===== config.mk =====
export PLATFORM = sky130hd
export DESIGN_NAME = ofifo
export DESIGN_NICKNAME = d
export VERILOG_FILES = /design/src/rtl/ofifo_pkg.sv /design/src/rtl/ofifo_col.sv /design/src/rtl/ofifo.sv
export SDC_FILE = /design/constraint.sdc
export NUM_CORES = 2
export LEC_CHECK = 0
export CORE_UTILIZATION = 46
export DETAILED_ROUTE_END_ITERATION = 8
export PLACE_DENSITY = 0.7
export RECOVER_POWER = 50
export SYNTH_ARGS = -nofsm -noshare
export SYNTH_HDL_FRONTEND = slang
export SYNTH_SLANG_ARGS = --single-unit

===== constraint.sdc =====
create_clock -name clk -period 5.4 [get_ports clk]
set_input_delay 1.08 -clock clk [delete_from_list [all_inputs] [get_ports clk]]
set_output_delay 1.08 -clock clk [all_outputs]
set_load 0.005 [all_outputs]

===== src/rtl/ofifo_pkg.sv =====
// Shared defaults and helpers for the output FIFO that collects psums from the array.
package ofifo_pkg;

  localparam int PSUM_BW     = 16;
  localparam int COL         = 8;
  localparam int OFIFO_DEPTH = 16;

  // Ceiling log2, used to size pointers; the pointers carry one extra wrap bit.
  function automatic int clog2(input int value);
    int result;
    result = 0;
    for (int i = 0; i < 31; i++) begin
      if ((1 << i) < value) result = i + 1;
    end
    return result;
  endfunction

endpackage


===== src/rtl/ofifo_col.sv =====
// One column of the output FIFO: a circular buffer with wrap-bit pointers.
module ofifo_col
  import ofifo_pkg::*;
#(
  parameter int psum_bw = PSUM_BW,
  parameter int depth   = OFIFO_DEPTH
) (
  input  logic               clk,
  input  logic               reset,
  input  logic               wr,
  input  logic               rd,
  input  logic [psum_bw-1:0] in,
  output logic [psum_bw-1:0] out,
  output logic               empty,
  output logic               full
);

  localparam int aw = clog2(depth);

  logic [psum_bw-1:0] mem [depth];
  logic [aw:0]        wr_ptr;
  logic [aw:0]        rd_ptr;
  logic               do_wr;

  assign empty = (wr_ptr == rd_ptr);
  assign full  = (wr_ptr[aw-1:0] == rd_ptr[aw-1:0]) && (wr_ptr[aw] != rd_ptr[aw]);

  // A full column still accepts a write when the same edge frees the head slot.
  assign do_wr = wr && (!full || rd);
  assign out   = mem[rd_ptr[aw-1:0]];

  always_ff @(posedge clk or negedge reset) begin
    if (!reset) begin
      wr_ptr <= '0;
      rd_ptr <= '0;
    end else begin
      if (do_wr) wr_ptr <= wr_ptr + 1'b1;
      if (rd)    rd_ptr <= rd_ptr + 1'b1;
    end
  end

  always_ff @(posedge clk) begin
    if (do_wr) mem[wr_ptr[aw-1:0]] <= in;
  end

endmodule


===== src/rtl/ofifo.sv =====
// Output FIFO: col independent column FIFOs popped together as one row.
// Define OFIFO_OVERFLOW_FLAG_EN to add the sticky o_overflow output.
module ofifo
  import ofifo_pkg::*;
#(
  parameter int col     = COL,
  parameter int psum_bw = PSUM_BW,
  parameter int depth   = OFIFO_DEPTH
) (
  input  logic                   clk,
  input  logic                   reset,
  input  logic [col*psum_bw-1:0] in,
  input  logic [col-1:0]         wr,
  input  logic                   rd,
  output logic [col*psum_bw-1:0] out,
  output logic                   o_valid,
  output logic                   o_full,
`ifdef OFIFO_OVERFLOW_FLAG_EN
  output logic                   o_overflow,
`endif
  output logic                   o_ready
);

  logic [col-1:0] empty_vec;
  logic [col-1:0] full_vec;
  logic           pop;

  // A row pop is only honoured when every column has a head entry.
  assign pop     = rd && o_valid;
  assign o_valid = ~|empty_vec;
  assign o_full  = |full_vec;
  assign o_ready = ~o_full;

  for (genvar k = 0; k < col; k++) begin : g_col
    ofifo_col #(
      .psum_bw(psum_bw),
      .depth  (depth)
    ) u_col (
      .clk  (clk),
      .reset(reset),
      .wr   (wr[k]),
      .rd   (pop),
      .in   (in[k*psum_bw +: psum_bw]),
      .out  (out[k*psum_bw +: psum_bw]),
      .empty(empty_vec[k]),
      .full (full_vec[k])
    );
  end

`ifdef OFIFO_OVERFLOW_FLAG_EN
  logic [col-1:0] dropped;

  assign dropped = wr & full_vec & ~{col{pop}};

  always_ff @(posedge clk or negedge reset) begin
    if (!reset) begin
      o_overflow <= 1'b0;
    end else if (|dropped) begin
      o_overflow <= 1'b1;
    end
  end
`endif

endmodule


==> impl_metrics.toml <==
[outcome]
status = "complete, but fails checks"
violations = "capacitance limit, slew limit"

[die]
core_area_um2 = 181000
die_h_um = 428
die_w_um = 428
ioPinCount = 270
die_area_um2 = 183000
initial_utilization = 0.463
std_cell_rows = 156

[finish]
nFillCells = 13300
fin_cells = 6631
syn2layout_area_growth_pct = 16.3
nNetsFinal = 4265
drive_gt1_frac = 0.304
final_cell_mix = "edfxtp_1 (2,048), mux4_2 (640), clkbuf_16 (211), buf_4 (181), clkdlybuf4s50_1 (139)"
layout_commonest_cell = "edfxtp_1"

[power_and_ir_drop]
p_sw_w = 0.0156
p_int_w = 0.0366
powerDensity_nw_per_um2 = 537
seqPwrFrac = 0.411
vdd_drop_max_mv = 0.489
p_sw_frac = 0.299
p_leak_nw = 30.5
p_comb_frac = 0.319
clkPwrFrac = 0.271

[setup_path]
cp_slowest_stage_delay_ns = 0.96
worstSetupStartpoint = "g_col[7].u_col.wr_ptr[2]"
worst-path-buf-inv = 2
path_delay_family = "flip-flops"
cp_data_arrival_time_ns = 3.92
r2r-start = "g_col[7].u_col.wr_ptr[2]"
cp-start-kind = "flop"
path_cells = "xnor2_1, nand4_1, o22ai_1, or4_1, inv_12, clkdlybuf4s50_1"
cp.required_ns = 4.32
worstSetupPathType = "flop to output port"
path_max_fanout = 26
cp-end-kind = "output port"
critPathSlowestCell = "dfrtp_1"

[clock_network]
cts_buffers = 207
cts_tree = "done"
htreeDepth = 4
post_cts_buffers = 0
clock_latency_ns = 0.85
cts-root-buf = "clkbuf_16"
cts_hold_buffers = 0
cts-resized-gates = 0
cts.path.max_buffers = 3
clk_pin_slew_worst_paths_ns = 0.06
clkSinkCount = 2128

[place]
hpwl_um = 99300
placedCellCount = 6247
numPortBuffers = 269
place_congestion = 0.739

[yosys]
synth-simple-area-share = 0.0300
synth.area.mux_share = 0.174
synth_compound_area_frac = 0.00887
ys_ff_latch = 2128
syn_avg_cell_area_um2 = 22.9
netlist_area_um2 = 83500
synthAdderAreaFrac = 0.00599
syn-instance-count = 3652
synth_top_family_by_area = "multiplexers"
synth_xor_area_frac = 0.00755
ys_seq_area_frac = 0.760
synth_cell_type_count = 43
yosysWarnings = 0
syn-num-nets = 3831

[timing]
finalSetupTns_ns = 0
final.setup_skew_ns = 0.0336
relSlewSlack = -0.698
fmax_mhz = 200
hold_viol_final = 0
slew_viol_final = 131
period_minus_slack_ns = 5.00
period_share = 0.926
worst_pin_slew_ns = 2.55
rsz0062_at_grt = "false"
setup_viol = 0

[global_routing]
grt_max_degree = 89
grt_pass1_vias = 39900
antenna_found_initial = 40
grt_pass1_wl_um = 267000
grt-ovfl-total = 0
grtUsageTotal = 0.198

[hold_path]
hp-class = "flop to flop"
min_from = "g_col[3].u_col.rd_ptr[4]"

[detailed_routing]
via_per_inst = 5.87
ant_nets = 0
totalWireLength_um = 181000
firstDrtPassIters = 5
vias = 38900
wl_per_cell_um = 27.2
drtIter0Drc = 3575
drc = 0

[job]
max_cap_viol_count = 2
-- worst reg2reg max path: cells and delay by family (launching register included) --
kind	cells	cell delay, ns
compound gates	1	0.19
xor+xnor	1	0.15
buf+inv	1	1.07
flops	1	0.96
simple gates	4	2.02
-- synth_stat cells (all sizes together) --
master      n  area share
mux4      640        0.17
xnor2      40      0.0042
a31oi      16      0.0012
o2111ai     8     0.00084
nand4      40      0.0030
o311a       8     0.00096
a311oi     16      0.0017
and2b       1    0.000090
o21ai       8     0.00048
buf        90      0.0062
nor4bb      8     0.00096
o22ai       4     0.00030
edfxtp   2048        0.74
nor2b       7     0.00052
nor2       32      0.0014
clkbuf    150      0.0067
clkinv      1    0.000045
nor3b       8     0.00072
nand3      64      0.0038
or4        17      0.0015
nor3       48      0.0029
nand4b      8     0.00084
and3        8     0.00060
o211ai     16      0.0014
nor4b      64      0.0070
ha         40      0.0060
dfrtp      80       0.024
mux2        8      0.0011
nor4       34      0.0031
a21boi     16      0.0020
nand2      74      0.0034
inv        18     0.00096
xor2       32      0.0034
-- metrics by stage --
step / hold WS [ns] / utilization / setup WS (ns) / total power (W) / instance area, µm²
global route: 0.492 / 0.538 / 0.118 / 0.0544 / 97200
finish: 0.482 / 0.538 / 0.399 / 0.0522 / 97200
CTS: 0.207 / 0.538 / 0.307 / 0.0531 / 97200
floorplan: 0.460 / - / 1.38 / 0.0320 / 83500
detailed placement: 0.476 / 0.502 / 1.26 / 0.0389 / 90600
global placement: 0.473 / 0.502 / 1.28 / 0.0386 / 90600
-- layer usage --
metal / GRT usage / wire length, µm / part of all wire / up-vias
met5: 0 / 135 / 0.00075 / -
met4: 0.0609 / 4510 / 0.025 / 20
met3: 0.0347 / 10700 / 0.059 / 297
met2: 0.327 / 91600 / 0.51 / 1260
met1: 0.269 / 73700 / 0.41 / 20800
li1: - / - / - / 16500
-- cells by family (layout without fill, tap and decap cells) --
family,Yosys count,after routing
flip-flops,2128,2128
multiplexers,648,648
AND/OR/NAND/NOR,413,413
buffers and inverters,259,859
AO/OA/AOI/OAI,92,92
XOR/XNOR,72,72
adder cells (fa/ha/maj),40,40
other,0,9
-- path summary, 6_finish.rpt --
kind                                            end  slack [ns]  cells after the start
setup / recovery                            o_valid        0.40                      6
hold / removal             g_col[3].u_col.rd_ptr[4]        0.48                      1
setup reg to reg           g_col[0].u_col.wr_ptr[2]        0.94                      7
hold reg to reg            g_col[3].u_col.rd_ptr[4]        0.48                      1
max in group asynchronous  g_col[3].u_col.rd_ptr[0]        1.86                      2
min in group asynchronous  g_col[7].u_col.wr_ptr[1]        1.02                      1
-- flip-flops by register name, summed over array words and instances (netlist names) --
register            count
g_col.u_col.mem      2048
g_col.u_col.rd_ptr     40
g_col.u_col.wr_ptr     40
-- final cells by class --
cell class	count	area [µm²]	area share
Timing Repair Buffer	465	4310	0.0443
Multi-Input combinational cell	1265	19600	0.202
Sequential cell	2128	63500	0.654
Clock buffer	249	5430	0.0559
Antenna cell	9	22.5	0.000232
Tap cell	2370	2970	0.0305
Inverter	19	83.8	0.000862
Clock inverter	126	1200	0.0123
-- power by group through the flow --
stage                     logic, W  clock network [W]  registers [W]
final                       0.0166             0.0141         0.0214
after global routing        0.0177             0.0150         0.0217
after CTS                   0.0172             0.0144         0.0215
after detailed placement    0.0171                  0         0.0218
after global placement      0.0170                  0         0.0217
after floorplan             0.0112                  0         0.0209
Power figures use the tool's default switching activity.
